**src/rtl/vga_ctrl_pkg.sv**
```systemverilog
// Shared constants, state encodings and ASCII helpers for the VGA pattern
// command controller.
package vga_ctrl_pkg;

  localparam logic [7:0] ASCII_P  = 8'h50;
  localparam logic [7:0] ASCII_A  = 8'h41;
  localparam logic [7:0] ASCII_Q  = 8'h3F;
  localparam logic [7:0] ASCII_K  = 8'h4B;
  localparam logic [7:0] ASCII_E  = 8'h45;
  localparam logic [7:0] ASCII_CR = 8'h0D;
  localparam logic [7:0] ASCII_LF = 8'h0A;

  typedef enum logic [1:0] {
    PS_IDLE  = 2'd0,
    PS_GOT_P = 2'd1,
    PS_GOT_A = 2'd2
  } parse_state_e;

  typedef enum logic {
    TX_IDLE = 1'b0,
    TX_BUSY = 1'b1
  } tx_state_e;

  // Returns {valid, nibble}; valid is 0 for anything outside 0-9, A-F, a-f.
  function automatic logic [4:0] hex_to_nib(input logic [7:0] c);
    logic [4:0] r;
    r = 5'd0;
    if (c >= 8'h30 && c <= 8'h39) begin
      r = {1'b1, 4'(c - 8'h30)};
    end else if (c >= 8'h41 && c <= 8'h46) begin
      r = {1'b1, 4'(c - 8'h37)};
    end else if (c >= 8'h61 && c <= 8'h66) begin
      r = {1'b1, 4'(c - 8'h57)};
    end
    return r;
  endfunction

  function automatic logic [7:0] nib_to_ascii(input logic [3:0] n);
    logic [7:0] r;
    if (n < 4'd10) r = 8'h30 + 8'(n);
    else           r = 8'h37 + 8'(n);
    return r;
  endfunction

endpackage

```
**src/rtl/uart_reply_slot.sv**
```systemverilog
// Single-entry reply buffer feeding the UART transmitter; a newer reply
// overwrites one that has not been issued yet.
module uart_reply_slot
  import vga_ctrl_pkg::*;
(
  input  logic       i_clk,
  input  logic       i_rst,
  input  logic       i_wr,
  input  logic [7:0] i_byte,
  input  logic       i_tx_done,
  output logic       o_tx_dv,
  output logic [7:0] o_tx_byte
);

  tx_state_e  r_state;
  logic       r_slot_vld;
  logic [7:0] r_slot_byte;
  logic       r_tx_dv;
  logic [7:0] r_tx_byte;

  always_ff @(posedge i_clk) begin
    if (i_rst) begin
      r_state     <= TX_IDLE;
      r_slot_vld  <= 1'b0;
      r_slot_byte <= 8'h00;
      r_tx_dv     <= 1'b0;
      r_tx_byte   <= 8'h00;
    end else begin
      r_tx_dv <= 1'b0;
      case (r_state)
        TX_IDLE: begin
          if (r_slot_vld) begin
            r_tx_dv    <= 1'b1;
            r_tx_byte  <= r_slot_byte;
            r_slot_vld <= 1'b0;
            r_state    <= TX_BUSY;
          end
        end
        TX_BUSY: begin
          if (i_tx_done) r_state <= TX_IDLE;
        end
        default: r_state <= TX_IDLE;
      endcase
      // A write in the issue cycle lands after the old byte has been taken.
      if (i_wr) begin
        r_slot_vld  <= 1'b1;
        r_slot_byte <= i_byte;
      end
    end
  end

  assign o_tx_dv   = r_tx_dv;
  assign o_tx_byte = r_tx_byte;

endmodule

```
**src/rtl/vga_pattern_ctrl.sv**
```systemverilog
// UART command parser, frame-synchronous pattern scheduler and auto-cycle
// logic driving the VGA test-pattern select.
module vga_pattern_ctrl
  import vga_ctrl_pkg::*;
#(
  parameter int unsigned NUM_PATTERNS = 8,
  parameter int unsigned TIMEOUT_CLKS = 2_500_000
) (
  input  logic       i_clk,
  input  logic       i_rst,
  input  logic       i_rx_dv,
  input  logic [7:0] i_rx_byte,
  input  logic       i_frame_tick,
  input  logic       i_tx_done,
  output logic       o_tx_dv,
  output logic [7:0] o_tx_byte,
  output logic [3:0] o_pattern,
  output logic       o_auto_en,
  output logic       o_cmd_err
);

  localparam int unsigned TO_W  = $clog2(TIMEOUT_CLKS + 1);
  localparam int unsigned NIB_W = 4;

  parse_state_e     r_ps;
  logic [TO_W-1:0]  r_to_cnt;
  logic [NIB_W-1:0] r_pattern;
  logic [NIB_W-1:0] r_pending_pat;
  logic             r_pending_vld;
  logic [NIB_W-1:0] r_auto_period;
  logic [NIB_W-1:0] r_frame_cnt;
  logic             r_auto_en;
  logic             r_cmd_err;

  parse_state_e     w_ps_nxt;
  logic [4:0]       w_hex;
  logic             w_byte_act;
  logic             w_timeout;
  logic             w_reply_wr;
  logic [7:0]       w_reply_byte;
  logic             w_pat_set;
  logic             w_auto_set;

  // Command decode: next parser state plus the reply to post this cycle.
  always_comb begin
    w_ps_nxt     = r_ps;
    w_reply_wr   = 1'b0;
    w_reply_byte = ASCII_E;
    w_pat_set    = 1'b0;
    w_auto_set   = 1'b0;
    w_hex        = hex_to_nib(i_rx_byte);
    w_byte_act   = i_rx_dv && (i_rx_byte != ASCII_CR) && (i_rx_byte != ASCII_LF);
    w_timeout    = (r_ps != PS_IDLE) && (r_to_cnt == TO_W'(TIMEOUT_CLKS));
    case (r_ps)
      PS_IDLE: begin
        if (w_byte_act) begin
          if (i_rx_byte == ASCII_P) begin
            w_ps_nxt = PS_GOT_P;
          end else if (i_rx_byte == ASCII_A) begin
            w_ps_nxt = PS_GOT_A;
          end else if (i_rx_byte == ASCII_Q) begin
            w_reply_wr   = 1'b1;
            w_reply_byte = nib_to_ascii(r_pattern);
          end else begin
            w_reply_wr = 1'b1;
          end
        end
      end
      PS_GOT_P: begin
        if (w_byte_act) begin
          w_ps_nxt   = PS_IDLE;
          w_reply_wr = 1'b1;
          if (w_hex[4] && ({1'b0, w_hex[3:0]} < 5'(NUM_PATTERNS))) begin
            w_pat_set    = 1'b1;
            w_reply_byte = ASCII_K;
          end
        end else if (w_timeout) begin
          w_ps_nxt   = PS_IDLE;
          w_reply_wr = 1'b1;
        end
      end
      PS_GOT_A: begin
        if (w_byte_act) begin
          w_ps_nxt   = PS_IDLE;
          w_reply_wr = 1'b1;
          if (w_hex[4]) begin
            w_auto_set   = 1'b1;
            w_reply_byte = ASCII_K;
          end
        end else if (w_timeout) begin
          w_ps_nxt   = PS_IDLE;
          w_reply_wr = 1'b1;
        end
      end
      default: w_ps_nxt = PS_IDLE;
    endcase
  end

  always_ff @(posedge i_clk) begin
    if (i_rst) begin
      r_ps          <= PS_IDLE;
      r_to_cnt      <= '0;
      r_pattern     <= '0;
      r_pending_pat <= '0;
      r_pending_vld <= 1'b0;
      r_auto_period <= '0;
      r_frame_cnt   <= '0;
      r_auto_en     <= 1'b0;
      r_cmd_err     <= 1'b0;
    end else begin
      r_ps      <= w_ps_nxt;
      r_cmd_err <= w_reply_wr && (w_reply_byte == ASCII_E);
      // Counter only runs while a command stays half-received.
      if ((r_ps != PS_IDLE) && (w_ps_nxt != PS_IDLE)) r_to_cnt <= r_to_cnt + TO_W'(1);
      else                                            r_to_cnt <= '0;

      if (i_frame_tick) begin
        if (r_pending_vld) begin
          r_pattern     <= r_pending_pat;
          r_pending_vld <= 1'b0;
          r_frame_cnt   <= '0;
        end else if (r_auto_en) begin
          if (r_frame_cnt == r_auto_period - NIB_W'(1)) begin
            r_pattern   <= (r_pattern == NIB_W'(NUM_PATTERNS - 1)) ? '0 : r_pattern + NIB_W'(1);
            r_frame_cnt <= '0;
          end else begin
            r_frame_cnt <= r_frame_cnt + NIB_W'(1);
          end
        end
      end

      // Commands completing alongside a tick wait for the following tick.
      if (w_pat_set) begin
        r_pending_pat <= w_hex[3:0];
        r_pending_vld <= 1'b1;
      end
      if (w_auto_set) begin
        r_auto_period <= w_hex[3:0];
        r_auto_en     <= (w_hex[3:0] != '0);
        r_frame_cnt   <= '0;
      end
    end
  end

  uart_reply_slot u_reply_slot (
    .i_clk     (i_clk),
    .i_rst     (i_rst),
    .i_wr      (w_reply_wr),
    .i_byte    (w_reply_byte),
    .i_tx_done (i_tx_done),
    .o_tx_dv   (o_tx_dv),
    .o_tx_byte (o_tx_byte)
  );

  assign o_pattern = r_pattern;
  assign o_auto_en = r_auto_en;
  assign o_cmd_err = r_cmd_err;

endmodule
```
**config.mk**
```make
export PLATFORM = sky130hd
export DESIGN_NAME = vga_pattern_ctrl
export DESIGN_NICKNAME = d
export VERILOG_FILES = /design/src/rtl/vga_ctrl_pkg.sv /design/src/rtl/uart_reply_slot.sv /design/src/rtl/vga_pattern_ctrl.sv
export SDC_FILE = /design/constraint.sdc
export NUM_CORES = 1
export LEC_CHECK = 0
export CAP_MARGIN = 20
export CORE_UTILIZATION = 50
export CTS_CLUSTER_DIAMETER = 150
export CTS_CLUSTER_SIZE = 25
export DETAILED_ROUTE_END_ITERATION = 10
export PLACE_DENSITY = 0.77
export SLEW_MARGIN = 20
export SYNTH_ARGS = -nofsm -noshare
export SYNTH_HDL_FRONTEND = slang
export SYNTH_SLANG_ARGS = --single-unit
export TNS_END_PERCENT = 1
```
**constraint.sdc**
```tcl
create_clock -name i_clk -period 2.6 [get_ports i_clk]
set_clock_uncertainty 0.15 [all_clocks]
set_input_delay 0.39 -clock i_clk [delete_from_list [all_inputs] [get_ports i_clk]]
set_output_delay 0.39 -clock i_clk [all_outputs]
set_load 0.02 [all_outputs]
```
== Word-level counts from Yosys, hierarchy flattened ==
Cells that the tools add are included.

* Bits in registers: 62
* Input bits: 13
* Output and inout port bits: 15

* Add/subtract/negate cells: 9
* Magnitude comparators: 8
* Equality and inequality tests: 12
* Muxes and demuxes: 45
* Bitwise logic cells: 2
* Reductions and logical operators: 23

{| class="wikitable"
|+ Operator list
! operator !! count
|-
| 2-to-1 mux 4 bit || 11
|-
| 2-to-1 mux 7 bit || 5
|-
| == test 8 x 7 -> 1 bit (second input constant) || 3
|-
| adder 22 x 1 -> 22 bit (second input constant) || 1
|-
| == test 22 bit (second input constant) || 1
|-
| case mux 7 bit (3 select lines) || 1
|-
| 2-to-1 mux 1 bit || 17
|-
| greater-or-equal comparator 8 x 7 -> 1 bit (second input constant) || 2
|-
| less-or-equal comparator 8 x 7 -> 1 bit (second input constant) || 2
|-
| inequality test 8 x 4 -> 1 bit (second input constant) || 2
|-
| 2-to-1 mux 5 bit || 3
|-
| adder 6 x 4 -> 7 bit (first input constant) || 2
|-
| 2-to-1 mux 2 bit || 5
|-
| nonzero test 2 bit || 5
|-
| logical AND 1 bit || 9
|-
| adder 4 x 1 -> 4 bit (second input constant) || 2
|-
| == test 8 x 6 -> 1 bit (second input constant) || 1
|-
| greater-or-equal comparator 8 x 6 -> 1 bit (second input constant) || 1
|-
| less-or-equal comparator 8 x 6 -> 1 bit (second input constant) || 1
|-
| less-than comparator 4 bit (second input constant) || 2
|-
| OR reduction 2 bit || 4
|-
| subtractor 4 x 1 -> 4 bit (second input constant) || 2
|-
| subtractor 4 x 3 -> 4 bit (second input constant) || 2
|-
| == test 4 x 3 -> 1 bit (second input constant) || 1
|-
| other kinds (11) || 14
|}

== Depth between registers and ports, before layout ==
Gate-level depths: netlist of the first run.

* Word-level depth: 12
* Mapped depth: 10
* Gate-level depth less buffers: 8

== Modules after synthesis ==
Synthesis of the first run repeated with hierarchy kept, for this count alone.

* Cell total of the unflattened synthesis: 381
* Area total of the unflattened synthesis: 3357.0 um^2

{| class="wikitable"
|+ Modules (own cells, without submodules)
! module !! instances !! cells an instance !! area an instance (um^2) !! sequential area each (um^2)
|-
| vga_pattern_ctrl || 1 || 311 || 2597.5 || 860.8
|-
| uart_reply_slot || 1 || 70 || 759.5 || 380.4
|}

== Worst setup path before layout of the first run ==
Ideal clock, no wire load.

* Path type: input-to-reg
* From: in i_rx_byte[0]
* To: reg r_frame_cnt[1]
* Arrival time: 2056 ps
* Required time: 2385 ps
* Path slack: 329 ps
* Stages: 8
* Cells stage by stage: inv_1 > ha_1 > nor3b_1 > a211oi_4 > o21ai_4 > nor2_8 > or3_1 > nor2_1

* Cells in the longest elaborated chain, start to end: 9

{| class="wikitable"
|+ Ends and longest elaborated chain
! element !! line !! RTL
|-
| start, declared || vga_pattern_ctrl.sv:12 || <nowiki>input logic [7:0] i_rx_byte,</nowiki>
|-
| greater-or-equal comparator 8 x 7 -> 1 bit / less-or-equal comparator 8 x 7 -> 1 bit (equally long branches) || vga_ctrl_pkg.sv:32 || <nowiki>end else if (c >= 8'h61 && c <= 8'h66) begin</nowiki>
|-
| logical AND 1 bit || vga_ctrl_pkg.sv:32 ||
|-
| 2-to-1 mux 5 bit || vga_ctrl_pkg.sv:32 ||
|-
| 2-to-1 mux 5 bit || vga_ctrl_pkg.sv:30 || <nowiki>end else if (c >= 8'h41 && c <= 8'h46) begin</nowiki>
|-
| 2-to-1 mux 5 bit || vga_ctrl_pkg.sv:28 || <nowiki>if (c >= 8'h30 && c <= 8'h39) begin</nowiki>
|-
| 2-to-1 mux 1 bit || vga_pattern_ctrl.sv:86 || <nowiki>if (w_hex[4]) begin</nowiki>
|-
| 2-to-1 mux 1 bit * || vga_pattern_ctrl.sv:83 || <nowiki>if (w_byte_act) begin</nowiki>
|-
| 2-to-1 mux 1 bit * || vga_pattern_ctrl.sv:54 || <nowiki>case (r_ps)</nowiki>
|-
| OR reduction 2 bit (no source line) * || -- ||
|-
| end signal, assigned || vga_pattern_ctrl.sv:127 || <nowiki>r_frame_cnt <= r_frame_cnt + NIB_W'(1);</nowiki>
|-
| end, declared || vga_pattern_ctrl.sv:31 || <nowiki>logic [NIB_W-1:0] r_frame_cnt;</nowiki>
|}

Mark *: on every way between the ends. The rest lies on a longest branch, timed or not.
A chain may end at the register's enable or synchronous reset.

== Worst setup path after layout of the first run ==
* From: in i_rx_byte[0]
* To: reg u_reply_slot.r_slot_byte[1]

* Cells in the longest elaborated chain, start to end: 10

{| class="wikitable"
|+ Ends and longest elaborated chain
! element !! line !! RTL
|-
| greater-or-equal comparator 8 x 7 -> 1 bit / less-or-equal comparator 8 x 7 -> 1 bit (equally long branches) || vga_ctrl_pkg.sv:32 ||
|-
| logical AND 1 bit || vga_ctrl_pkg.sv:32 ||
|-
| 2-to-1 mux 5 bit || vga_ctrl_pkg.sv:32 ||
|-
| 2-to-1 mux 5 bit || vga_ctrl_pkg.sv:30 ||
|-
| 2-to-1 mux 5 bit || vga_ctrl_pkg.sv:28 ||
|-
| less-than comparator 4 bit || vga_pattern_ctrl.sv:73 || <nowiki>if (w_hex[4] && ({1'b0, w_hex[3:0]} < 5'(NUM_PATTERNS))) begin</nowiki>
|-
| logical AND 1 bit || vga_pattern_ctrl.sv:73 ||
|-
| 2-to-1 mux 4 bit || vga_pattern_ctrl.sv:73 ||
|-
| 2-to-1 mux 4 bit || vga_pattern_ctrl.sv:70 || <nowiki>if (w_byte_act) begin</nowiki>
|-
| case mux 7 bit (3 select lines) || vga_pattern_ctrl.sv:54 ||
|-
| end signal, assigned || uart_reply_slot.sv:47 || <nowiki>r_slot_byte <= i_byte;</nowiki>
|-
| end, declared || uart_reply_slot.sv:17 || <nowiki>logic [7:0] r_slot_byte;</nowiki>
|}

Several ways; a longest one is shown, not always the timed one.

==> summary.txt, run 1 <==
Drt
  – Post-DR vias/cell: 5.498
  – Final wirelength: 7181 um
  – Avg WL per Cell: 13.35 um
  – DR iter-0 viols: 143
  – DR vias: 2958
  – Routed wl met3: 255 um
  – Top Metal Used: met4
  – DR WL met2: 3491 um
  – Metal-1 WL: 3279 um
  – 1st-pass router iterations: 4
  – DRT antenna net count: 0
  – DR DRC count: 0

Global routing
  – First-pass GRT wire length: 12650 um
  – Congestion Overflow GR: 0
  – Initial antenna violation count: 0
  – GRT Overall Usage: 22.11%
  – Largest net degree at the start of global routing: 23
  – Vias in the first global route: 2982

Placed design
  – Pre-CTS WS: -0.1976 ns
  – PortBufs: 26
  – Post-DP Area: 3900 um^2
  – RD Place Congestion: 0.9487
  – DP HPWL: 5365 um
  – Placed cell count: 522

Logic synthesis
  – Synth area leaders: dfxtp_1 (36%), nor2_1 (7.7%), ha_1 (5.7%), xor2_1 (4.2%), nand2_1 (4.2%)
  – Ys Warns: 0
  – Post-synth EDFFs: 0
  – Syn nets: 422
  – Post-synth top area share: 36.28%
  – Dominant synthesized flop cell: dfxtp_1
  – Area of the mapped netlist: 3311 um^2
  – Yosys reg bits: 60
  – Asr flop ratio synth: 0%
  – Syn Area/Cell: 8.403 um^2
  – Sequential fraction of the synthesis area: 36.28%
  – Cells after synthesis: 394
  – Yosys top cell by area: dfxtp_1
  – Distinct cells, synth: 67

Worst hold path
  – Hold Crit Start: u_reply_slot.o_tx_byte[5]$_SDFFE_PP0P_
  – WHS Path Cells: 2
  – Worst Hold Class: flop to flop

Clock network
  – Hold buffer count at CTS: 0
  – Clk_lat worst skew: 0.34 ns
  – CTS tree: done
  – Clk buf depth: 2
  – CTS sink cnt: 60
  – Clock slew seen by the registers of the worst setup and hold paths: 0.07 ns
  – CTS root buf: clkbuf_8
  – Number of buffers created by CTS: 9
  – H-tree Lvls: 3
  – Post-CTS Repair Setup Buffers: 0
  – Post-cts sizing count: 0

STA
  – Final Hold Fails: 0
  – PnR worst setup slack: 0.1471 ns
  – Tmin final: 2.453 ns
  – Final TNS setup: 0 ns
  – Max Slew Vio Count: 0
  – WHS: 0.3086 ns
  – Max transition margin: 64.69%
  – Setup violators final: 0
  – Worst Tran Pin Value: 0.5280 ns
  – RSZ-0062 raised after global routing: false
  – Tcrit/Tclk final: 94.34%
  – Highest Clock Rate: 0.4077 GHz

Die
  – Die X: 83.37 um
  – Die area: 6951 um^2
  – Die Span Y: 83.37 um
  – Initial Util: 51.84%
  – Core box area: 6386 um^2
  – Ports: 28
  – Row cnt: 29

Power and ir drop
  – Pint: 1.449 mW
  – Logic pwr share: 8.2%
  – Max VDD drop: 0.3877 mV
  – Leak: 1.514 nW
  – PwrDens: 469.4 nW/um^2
  – Sw Pwr: 0.4718 mW
  – Switching part of the total: 24.57%
  – Seq pwr share: 48.8%
  – Clock share of power: 43.0%
  – Final Power: 1.921 mW

Setup path
  – Worst setup EP type: flop
  – Crit-path max FO: 10
  – Worst Path Class, Setup: input port to flop
  – Startpoint class of the critical path: input port
  – Reg-to-reg endpoint: u_reply_slot.r_slot_byte[1]$_SDFFE_PP0P_
  – CP Data Arrival Time: 2.57 ns
  – Worst reg2reg setup slack: 0.21 ns
  – FF-to-FF Start: r_ps[0]$_SDFF_PP0_
  – CP required: 2.71 ns
  – R2r worst-path depth: 9
  – Setup crit start: i_rx_byte[0]
  – Setup crit end: u_reply_slot.r_slot_byte[1]$_SDFFE_PP0P_

Outcome
  – Status: finished, final reports clean

Finish
  – Finished Layout Cells: 538
  – Area growth from synthesis to layout: 23.58%
  – Layout net count: 484
  – Final design utilization: 64.07%
  – # diodes: 0
  – Final Cell Area: 4091 um^2
  – Share of layout cells above drive strength 1: 16.49%
  – # fillers: 552

Flow run
  – Max-Cap Viols: 0
## cell families after synthesis
group                      after synthesis  share of synthesized area (%)
DFF                                     60                          36.28
muxes                                    9                          2.797
AOI/OAI and AO/OA                       68                          15.99
other                                    1                         0.1133
xor gates and xnor gates                30                          7.936
adders and majority gates               15                          5.669
buffers and inverters                   35                          4.686
and+or+nand+nor                        176                          26.53
## how the worst min path moves through the flow
stage	slack (ns)	endpoint
after global routing	0.33	u_reply_slot.o_tx_byte[1]$_SDFFE_PP0P_
after CTS	0.31	u_reply_slot.o_tx_byte[5]$_SDFFE_PP0P_
after floorplan	0.28	r_to_cnt[0]$_SDFF_PP0_
after global placement	0.29	u_reply_slot.o_tx_byte[5]$_SDFFE_PP0P_
after detailed placement	0.30	u_reply_slot.o_tx_byte[5]$_SDFFE_PP0P_
final	0.31	u_reply_slot.o_tx_byte[5]$_SDFFE_PP0P_
## sequential cells by signal, indices dropped and copies added (netlist names), 2 cells and up
register and cells:
o_pattern 4, r_auto_period 4, r_frame_cnt 4, r_pending_pat 4, r_ps 2, r_to_cnt 22, u_reply_slot.o_tx_byte 7, u_reply_slot.r_slot_byte 7
## synthesized netlist by cell type (4+ instances only)
library cell and count:
nand2_1 37, ha_1 15, inv_1 20, nand2b_1 5, nand3_1 13, o21ai_0 7
nand4_1 7, nor3_1 11, clkbuf_1 8, a21oi_1 18, mux2i_1 7, nor3b_1 4
a211oi_2 4, dfxtp_1 60, a211oi_1 4, nor2b_1 4, nor2_1 68, xnor2_1 14
o21a_1 4, xor2_1 16
## worst max-delay path, stage by stage
cell	delay, ns
clkdlybuf4s50_1	0.50
inv_1	0.11
ha_1	0.21
mux2i_1	0.26
o31a_1	0.27
nand3_1	0.14
a21oi_2	0.21
buf_4	0.20
nor2_1	0.06
a211oi_2	0.20
## layout by cell type (no fill, tap or decap), types with 13 or more instances in the layout
cell type | Yosys | final
nor2_1 | 68 | 68
dfxtp_1 | 60 | 60
buf_4 | 2 | 39
nand2_1 | 37 | 37
clkdlybuf4s50_1 | 0 | 26
inv_1 | 20 | 20
a21oi_1 | 18 | 18
xor2_1 | 16 | 16
ha_1 | 15 | 15
xnor2_1 | 14 | 14
nand3_1 | 13 | 13
## power by group through the flow
stage / clock, mW / combinational [mW] / sequential [mW]
6_report: 0.827 / 0.157 / 0.937
5_1_grt: 0.881 / 0.170 / 0.937
4_1_cts: 0.841 / 0.157 / 0.937
3_5_place_dp: 0 / 0.156 / 0.958
3_3_place_gp: 0 / 0.153 / 0.958
2_1_floorplan: 0 / 0.0763 / 0.962
## area by class of cell
type | count | area, um^2 | share of cell area, %
multi-input combinational | 299 | 1954 | 47.77
clock buffer | 10 | 127.6 | 3.119
timing repair buffer | 66 | 573.1 | 14.01
clock inverter | 6 | 63.81 | 1.560
tap | 77 | 96.34 | 2.355
sequential | 60 | 1201 | 29.36
inverter | 20 | 75.07 | 1.835
## metal layers
layer | vias up | global-route usage (%)
li1 | 1496 | -
met4 | 0 | 9.875
met2 | 68 | 38.30
met1 | 1375 | 25.83
met3 | 19 | 5.268
met5 | - | 0
Power figures use the tool's default switching activity.
==> run 2, diff against run 1 <==
- CTS_CLUSTER_DIAMETER: 150 -> 50
- GPL_TIMING_DRIVEN: not set -> 1
- PLACE_DENSITY: 0.77 -> 0.81
==> run 2 against run 1 <==
Effect of this change:
- setup slack worse by 0.0041 ns
- fmax fell by 0.17%
- cell count grew 0.37%
- sequential power is essentially flat
- power down 4.9%
- first-iteration DRC count is 2.1% higher
- via count is 0.88% lower
- routed wire length is 1.3% lower
==> summary.txt, run 2 (synthesis gave the netlist of run 1 again) <==
Die
  – Ports: 28 (unchanged)
  – Row cnt: 29 (unchanged)
  – Die Span Y: 83.37 um (unchanged)
  – Initial Util: 51.84% (unchanged)
  – Die X: 83.37 um (unchanged)
  – Die area: 6951 um^2 (unchanged)
  – Core box area: 6386 um^2 (unchanged)

STA
  – Final Hold Fails: 0 (unchanged)
  – Tcrit/Tclk final: 94.50% (+0.16 points)
  – Max Slew Vio Count: 0 (unchanged)
  – Worst Tran Pin Value: 0.6802 ns (+0.1522 ns)
  – Highest Clock Rate: 0.4070 GHz (-0.17%)
  – PnR worst setup slack: 0.1429 ns (-0.004126 ns)
  – Setup violators final: 0 (unchanged)
  – Final TNS setup: 0 ns (unchanged)
  – Max transition margin: 54.55% (-10 points)
  – Tmin final: 2.457 ns (+0.004126 ns)

Finish
  – Layout net count: 486 (+0.41%)
  – Most frequent cells in the layout: nor2_1 (68), dfxtp_1 (60), buf_4 (41), nand2_1 (37), clkdlybuf4s50_1 (26)
  – # fillers: 548 (-0.72%)
  – Share of layout cells above drive strength 1: 17.28% (+0.79 points)
  – Final Cell Area: 4095 um^2 (about the same)
  – Final design utilization: 64.13% (about the same)
  – # diodes: 0 (unchanged)
  – Area growth from synthesis to layout: 23.70% (about the same)
  – Register with the most flip-flops: r_to_cnt
  – Max reg flops: 22 (unchanged)
  – Commonest non-fill, non-tap cell in the layout: nor2_1

Clock network
  – Clock slew seen by the registers of the worst setup and hold paths: 0.07 ns (about the same)
  – Clk buf depth: 2 (unchanged)
  – Clk_lat worst skew: 0.35 ns (about the same)
  – H-tree Lvls: 3 (unchanged)
  – Number of buffers created by CTS: 9 (unchanged)
  – CTS sink cnt: 60 (unchanged)
  – CTS root buf: clkbuf_8
  – Hold buffer count at CTS: 0 (unchanged)
  – CTS tree: done

Drt
  – DR DRC count: 0 (unchanged)
  – Post-DR vias/cell: 5.430 (-1.2%)
  – 1st-pass router iterations: 4 (unchanged)
  – DR iter-0 viols: 146 (+2.1%)
  – DR vias: 2932 (-0.88%)
  – DRT antenna net count: 0 (unchanged)
  – Avg WL per Cell: 13.13 um (-1.6%)
  – Top Metal Used: met4
  – Metal-1 WL: 3171 um (-3.3%)
  – Routed wl met3: 237 um (-7.1%)
  – DR WL met2: 3578 um (+2.5%)
  – Final wirelength: 7090 um (-1.3%)

Setup path
  – CP Data Arrival Time: 2.57 ns (about the same)
  – Startpoint class of the critical path: input port
  – R2r worst-path depth: 9 (unchanged)
  – Worst Path Class, Setup: input port to flop
  – Worst setup EP type: flop
  – CP required: 2.71 ns (about the same)
  – Crit-path max FO: 10 (unchanged)

Flow run
  – Max-Cap Viols: 0 (unchanged)

Placed design
  – PortBufs: 26 (unchanged)
  – DP HPWL: 5366 um (about the same)
  – Post-DP Area: 3900 um^2 (unchanged)
  – RD Place Congestion: 0.8633 (-9.0%)
  – Pre-CTS WS: -0.2670 ns (-0.06946 ns)

Global routing
  – Vias in the first global route: 2877 (-3.5%)
  – First-pass GRT wire length: 12520 um (-1.1%)
  – GRT Overall Usage: 22.09% (-0.026 points)
  – Congestion Overflow GR: 0 (unchanged)
  – Initial antenna violation count: 0 (unchanged)
  – Largest net degree at the start of global routing: 23 (unchanged)

Power and ir drop
  – Max VDD drop: 0.2934 mV (-24%)
  – PwrDens: 446.1 nW/um^2 (-5.0%)
  – Leak: 1.514 nW (about the same)

Worst hold path
  – WHS Path Cells: 2 (unchanged)
  – Worst Hold Class: flop to flop

Outcome
  – Status: finished, final reports clean
==> run 2: changes by cell type in the layout (fill, tap and decap cells not counted), sizes merged <==
cell / delta
clkinv: +3
inv: -1
bufinv: -1
clkbuf: -1
buf: +2
==> run 2: final cells by class <==
| class | count | area, um^2 | area share, % |
|---|---|---|---|
| multi-input cells | 299 | 1967 | 48.03 |
| flip-flops and latches | 60 | 1201 | 29.33 |
| repair buffers | 68 | 588.1 | 14.36 |
| clock buffers | 9 | 123.9 | 3.025 |
| well taps | 77 | 96.34 | 2.353 |
| inverters | 20 | 75.07 | 1.833 |
| clock inverters | 7 | 43.79 | 1.069 |
==> run 2: routing by layer <==
metal	GRT usage (%)	vias up
li1	-	1494
met1	25.94	1385
met2	38.82	43
met3	5.070	10
met4	8.621	0
met5	0	-
==> run 2: critical path: stages <==
cell and delay (ns):
clkdlybuf4s50_1 0.54, inv_1 0.10, buf_4 0.14, ha_1 0.20
mux2_2 0.27, nand3_1 0.12, nand3_1 0.14, a21oi_2 0.21
buf_4 0.20, nor2_1 0.05, a211oi_1 0.21
==> run 2: final timing paths <==
| kind | start | end | slack (ns) |
|---|---|---|---|
| worst min-delay path | u_reply_slot.r_slot_byte[5]$_SDFFE_PP0P_ | u_reply_slot.o_tx_byte[5]$_SDFFE_PP0P_ | 0.31 |
| worst max-delay path | i_rx_byte[0] | u_reply_slot.r_slot_byte[2]$_SDFFE_PP0P_ | 0.14 |
| worst max register to register | r_ps[0]$_SDFF_PP0_ | u_reply_slot.r_slot_byte[2]$_SDFFE_PP0P_ | 0.16 |
| worst min register to register | u_reply_slot.r_slot_byte[5]$_SDFFE_PP0P_ | u_reply_slot.o_tx_byte[5]$_SDFFE_PP0P_ | 0.31 |
==> run 2: timing repair <==
| action | CTS | global route |
|---|---|---|
| resized for setup | 0 | 2 |
| setup buffers | 0 | 2 |
| endpoints found under the setup margin | 0 | 27 |
==> run 2: report_power, final <==
group	internal, mW	switching [mW]
clock	0.339	0.388
combinational	0.0792	0.0834
sequential	0.931	0.00627
==> run 2: stage by stage <==
step                      instances  power (mW)  hold slack [ns]
after floorplan                 394       1.038           0.2799
after global placement          522       1.110           0.2904
after CTS                       538       1.838           0.3081
after detailed placement        522       1.115           0.2976
final                           540       1.827           0.3053
after global routing            540       1.899           0.3221
